<file path="src/rtl/gpr_wr_arbiter.sv">
// gpr_wr_arbiter: round-robin arbiter sharing the single GPR write port among NREQ writeback requesters.
// The registered winner drives the write port and doubles as the forwarding source for read stages.
module gpr_wr_arbiter #(
    parameter int N    = 32,
    parameter int Nreg = 32,
    parameter int K    = $clog2(Nreg),
    parameter int NREQ = 2
) (
    input  logic              clk,
    input  logic              rst,
    input  logic [NREQ-1:0]   req_valid,
    input  logic [NREQ*K-1:0] req_addr,
    input  logic [NREQ*N-1:0] req_data,
    output logic [NREQ-1:0]   req_ready,
    output logic              wren,
    output logic [K-1:0]      write_port_address,
    output logic [N-1:0]      d,
    output logic              byp_valid,
    output logic [K-1:0]      byp_addr,
    output logic [N-1:0]      byp_data
);
    localparam int PW = NREQ > 1 ? $clog2(NREQ) : 1;

    logic [PW-1:0] ptr, g;
    logic          hit;
    int            idx;

    // Scan from ptr upward with an explicit modulo so non-power-of-two NREQ wraps correctly.
    always_comb begin
        g   = '0;
        hit = 1'b0;
        idx = 0;
        for (int j = 0; j < NREQ; j++) begin
            idx = (int'(ptr) + j) % NREQ;
            if (!hit && req_valid[idx[PW-1:0]]) begin
                hit = 1'b1;
                g   = idx[PW-1:0];
            end
        end
    end

    assign req_ready = (hit && rst) ? NREQ'(1) << g : '0;

    always_ff @(posedge clk or negedge rst) begin
        if (!rst) begin
            ptr                <= '0;
            wren               <= 1'b0;
            write_port_address <= '0;
            d                  <= '0;
        end else if (hit) begin
            wren               <= req_addr[g*K +: K] != '0;
            write_port_address <= req_addr[g*K +: K];
            d                  <= req_data[g*N +: N];
            ptr                <= int'(g) == NREQ - 1 ? '0 : g + 1'b1;
        end else begin
            wren <= 1'b0;
        end
    end

    assign byp_valid = wren;
    assign byp_addr  = write_port_address;
    assign byp_data  = d;
endmodule

</file>
<file path="config.mk">
export PLATFORM = sky130hd
export DESIGN_NAME = gpr_wr_arbiter
export DESIGN_NICKNAME = d
export VERILOG_FILES = /design/src/rtl/gpr_wr_arbiter.sv
export SDC_FILE = /design/constraint.sdc
export NUM_CORES = 1
export LEC_CHECK = 0
export CORE_ASPECT_RATIO = 1.75
export CORE_MARGIN = 4
export CORE_UTILIZATION = 30
export CTS_BUF_LIST = sky130_fd_sc_hd__clkbuf_4
export DETAILED_ROUTE_END_ITERATION = 16
export GPL_ROUTABILITY_DRIVEN = 0
export PLACE_DENSITY = 0.76
export SYNTH_ARGS = -nofsm -noshare
export SYNTH_HDL_FRONTEND = slang
export SYNTH_SLANG_ARGS = --single-unit
</file>
<file path="constraint.sdc">
create_clock -name clk -period 2.8 [get_ports clk]
set_input_delay 0.42 -clock clk [delete_from_list [all_inputs] [get_ports clk]]
set_output_delay 0.42 -clock clk [all_outputs]
set_load 0.1 [all_outputs]
</file>
* Yosys cells after proc, flatten, opt, wreduce, memory -nomap -nowiden
Index checks and enable logic that the tools add are counted.
** Word-level totals
- Register bits after elaboration :: 39
- Logic and storage cells :: 27
- Output and inout port bits :: 78
- Input port bits :: 78
** Operators by class
- Reduce and logical (&&, ||, !) cells :: 4
- Shift operators :: 3
- $add $sub $neg :: 2
- Multiply operators :: 1
- Magnitude comparators :: 2
- Mux-type cells :: 11
** Operator list (count)
- 64-bit by 7-bit variable part select with 32-bit output :: 1
- 1-bit two-way mux :: 10
- 10-bit by 5-bit variable part select with 5-bit output :: 1
- 5-bit nonzero test :: 1
- 1-bit by 2-bit < comparator with 1-bit output, second input constant :: 2
- 1-bit by 3-bit multiplier with 4-bit output, second input constant :: 1
- 1-bit adder, second input constant :: 2
- 1-bit logical AND :: 2
- 2-bit two-way mux :: 1
- 1-bit by 1-bit << shifter with 2-bit output, first input constant :: 1
- 1-bit logical NOT :: 1

* Longest topological paths before layout
- Depth in word-level cells :: 10
- Gate-level depth with buffers :: 4
- Gate-level depth less buffers :: 3

* Least setup slack after synthesis
OpenSTA, ideal clock, no wires.
- Path kind :: input to output
- Start :: in req_valid[0]
- End :: out req_ready[0]
- Required time :: 2.380 ns
- Data arrival time :: 2.094 ns
- Path buffers :: 1
- Stages :: 3
- Path slack :: 0.286 ns
- Cell sequence :: a21bo_2 > clkbuf_1 > nor2_1
** Between the ends
- Cells in the longest elaborated chain, start to end :: 8
- Elaborated cells between the ends (all ways) :: 13
- Those cells by class :: 1 x shift; 9 x mux; 3 x reduce/logical
** Ends and longest elaborated chain
- start, declared :: line 11 : input logic [NREQ-1:0] req_valid,
- 1-bit two-way mux (implied by the code) (2 in series) :: line 35 : if (!hit && req_valid[idx[PW-1:0]]) begin
- 1-bit two-way mux :: line 35
- 1-bit logical NOT :: line 35
- 1-bit logical AND :: line 35
- 1-bit two-way mux :: line 35
- 1-bit by 1-bit << shifter with 2-bit output / 1-bit logical AND (equally long branches) :: line 42 : assign req_ready = (hit && rst) ? NREQ'(1) << g : '0;
- 2-bit two-way mux (*) :: line 42
- end, declared :: line 14 : output logic [NREQ-1:0] req_ready,
Mark *: on every way between the ends. The rest lies on a longest branch, timed or not. The select of a mux whose other input is x is not followed.

* Worst setup path in the final report
Same ends and word-level chain as after synthesis.

==> metrics.log <==
INFO  metric run_status = complete, no violations
INFO  metric area_growth_syn_to_layout = 56.6%
INFO  metric post-route-drc-count = 0
INFO  metric min_path_type = in2async
INFO  metric ys_top_cells_by_area = sky130_fd_sc_hd__dfrtp_1 (46%), sky130_fd_sc_hd__buf_4 (14%), sky130_fd_sc_hd__o221a_2 (12%), sky130_fd_sc_hd__or3_1 (9.5%), sky130_fd_sc_hd__o221a_1 (5.3%)
INFO  metric yosys.area.top_type = sky130_fd_sc_hd__dfrtp_1
INFO  metric period_needed = 2.29 ns
INFO  metric worst_path_largest_cell_delay = 0.76 ns
INFO  metric timing_worst_setup_path_type = in2out
INFO  metric timing.critical_path.depth = 4
INFO  metric rows = 40
INFO  metric total_clock_buffers_created_by_cts = 5
INFO  metric routed.top_layer = met4
INFO  metric avgSynthCellArea = 11.2 µm²
INFO  metric track_usage = 0.163
INFO  metric drv_cap = 0
INFO  metric die-area = 8520 µm²
INFO  metric postSynthNetCount = 267
INFO  metric grt_overflow_total = 0
INFO  metric r2r_cells = 3
INFO  metric placement.io_buffers = 155
INFO  metric critical_path.top_delay_family = buffers and inverters
INFO  metric layout-drive-gt1-share = 0.393
INFO  metric postCtsHoldBufs = 0
INFO  metric tns = 0 ns
INFO  metric netlist-cell-type-count = 18
INFO  metric timing_hold_violations_final = 0
INFO  metric largest_net_degree_at_the_start_of_global_routing = 40
INFO  metric die_w = 71.5 µm
INFO  metric tightestPinTransition = 0.502 ns
INFO  metric timing.clock.skew = 0.00598 ns
INFO  metric critical_path_data_required_time = 2.38 ns
INFO  metric ant_nets = 0
INFO  metric clock_tree.root_cell = sky130_fd_sc_hd__clkbuf_4
INFO  metric drv_slew = 0
INFO  metric fillers = 636
INFO  metric cp-end-kind = output pin
INFO  metric postCtsSetupRepairBufs = 0
INFO  metric setup_viol_count_final = 0
INFO  metric dr_total_vias = 1945
INFO  metric dr.first_iter.drc_count = 104
INFO  metric drt-vias-per-instance = 5.00
INFO  metric antenna_found_initial = 0
INFO  metric wl_met2 = 3800 µm
INFO  metric postSynthRegisterBits = 39
INFO  metric insertion_delay_to_the_later_sink_of_the_worst_skew_pair = 0.33 ns
INFO  metric critical_path.slowest_cell = sky130_fd_sc_hd__clkdlybuf4s50_1
INFO  metric fmax = 0.437 GHz
INFO  metric cts_buffer_depth = 2
INFO  metric post_cts_resize_count = 0
INFO  metric worst_slack_setup_final = 0.511 ns
INFO  metric critPathMaxFanout = 14
INFO  metric fp.coreArea = 6860 µm²
INFO  metric routed_wl = 6960 µm
INFO  metric hpwl = 5040 µm
INFO  metric critical_path.startpoint = req_valid[0]
INFO  metric route.detailed.wl_per_inst = 17.9 µm
INFO  metric route.layer.met1.wl = 2600 µm
INFO  metric die_h = 119 µm
INFO  metric yosysWarnings = 0
INFO  metric initial_core_util = 0.309
INFO  metric first_global_vias = 2079
INFO  metric timing.rr.start = ptr
INFO  metric unrepaired_setup_endpoints_after_global_routing = no
INFO  metric postSynthCellCount = 189
INFO  metric max_slew_margin = 0.665
INFO  metric critical_path_buf_inv_count = 2
INFO  metric routed-wl-met3 = 487 µm
INFO  metric io-pin-count = 156
INFO  metric seq_area_frac_synth = 0.461
INFO  metric cts_tree = done
INFO  metric power.leakage = 0.00138 µW
INFO  metric worstPathArrival = 1.87 ns
INFO  metric clkSlewWorstSetupHoldPaths = 0.12 ns
INFO  metric synth.top_cell.area_share = 0.461
INFO  metric antenna_cell_count = 0
INFO  metric ctsHtreeMaxLevel = 2
INFO  metric detailedPlace.worstSlack = 0.522 ns
INFO  metric powerDensity = 766 nW/µm²
INFO  metric report.power.total = 2540 µW
INFO  metric critical_path.startpoint_type = input pin
INFO  metric first_pass_grt_wire_length = 10900 µm
INFO  metric vdd_drop_max = 0.370 mV
INFO  metric firstDrtPassIters = 4
INFO  metric design.final.nets = 382
INFO  metric clkSinkCount = 39
INFO  metric period_share = 0.818
INFO  metric post_synth_instance_area = 2120 µm²
INFO  metric hold_ws = 0.140 ns
INFO  metric worstPathCellList = clkdlybuf4s50_1 > a21bo_2 > nor2_1 > buf_12
==> state kept, by name, indices dropped and copies added (netlist names) <==
| signal | cells |
|---|---|
| byp_data | 32 |
| byp_addr | 5 |
| byp_valid | 1 |
| ptr | 1 |
==> synth_stat cells, drive strengths merged <==
| cell type | count |
|---|---|
| a21bo | 1 |
| or4 | 2 |
| o221a | 32 |
| o21ai | 1 |
| inv | 2 |
| mux2 | 5 |
| nor2 | 14 |
| or3 | 32 |
| buf | 47 |
| o21a | 1 |
| o22ai | 6 |
| dfrtp | 39 |
| clkbuf | 6 |
| nand2 | 1 |
==> through the flow <==
step	instances	utilization	cell area, µm²
detailed placement	381	0.476	3260
finish	389	0.483	3310
global route	389	0.483	3310
CTS	389	0.483	3310
global placement	381	0.476	3260
floorplan	189	-	2120
==> cells by family after synthesis <==
| kind of cell | after synthesis | share of synthesized area |
|---|---|---|
| buffers and inverters | 55 | 0.184 |
| DFF | 39 | 0.461 |
| muxes | 5 | 0.0266 |
| AOI/OAI and AO/OA | 41 | 0.200 |
| and+or+nand+nor | 49 | 0.128 |
==> cells in the final DEF (no fill, tap or decap), drive strengths merged, types with 5 or more instances in the layout <==
master	instances
dfrtp	39
o221a	32
o22ai	6
nor2	14
buf	85
or3	32
clkdlybuf4s50	76
clkbuf	5
mux2	5
==> final timing paths <==
path	endpoint	slack (ns)
worst max-delay path	req_ready[0]	0.51
worst min register to register	ptr	0.57
worst max register to register	byp_data[10]	1.45
min in group clk	ptr	0.57
worst min-delay path	byp_addr[1]	0.14
max in group asynchronous	byp_data[14]	2.31
==> metal layers <==
layer	global-route usage	vias up
li1	-	899
met1	0.184	953
met2	0.299	87
met3	0.0372	6
met4	0.0424	0
met5	0	-
==> worst register-to-register path, stage by stage (launching register included) <==
cell and delay, ns:
sky130_fd_sc_hd__dfrtp_1 0.44, sky130_fd_sc_hd__a21bo_2 0.24, sky130_fd_sc_hd__buf_4 0.27, sky130_fd_sc_hd__o221a_2 0.31
==> where the power goes <==
group,internal (µW),switching [µW],leakage (µW)
logic,360,1210,0.000917
registers,633,59.1,0.000437
clock network,92.3,185,0.0000263
total,1090,1450,0.00138
==> final cells by class <==
cell class | count | area (µm²) | share of cell area
Clock buffer | 5 | 37.5 | 0.0113
Clock inverter | 3 | 15.0 | 0.00453
Inverter | 2 | 7.51 | 0.00227
Multi-Input combinational cell | 95 | 752 | 0.227
Sequential cell | 39 | 976 | 0.294
Tap cell | 84 | 105 | 0.0317
Timing Repair Buffer | 161 | 1420 | 0.429
Power figures use the tool's default switching activity.
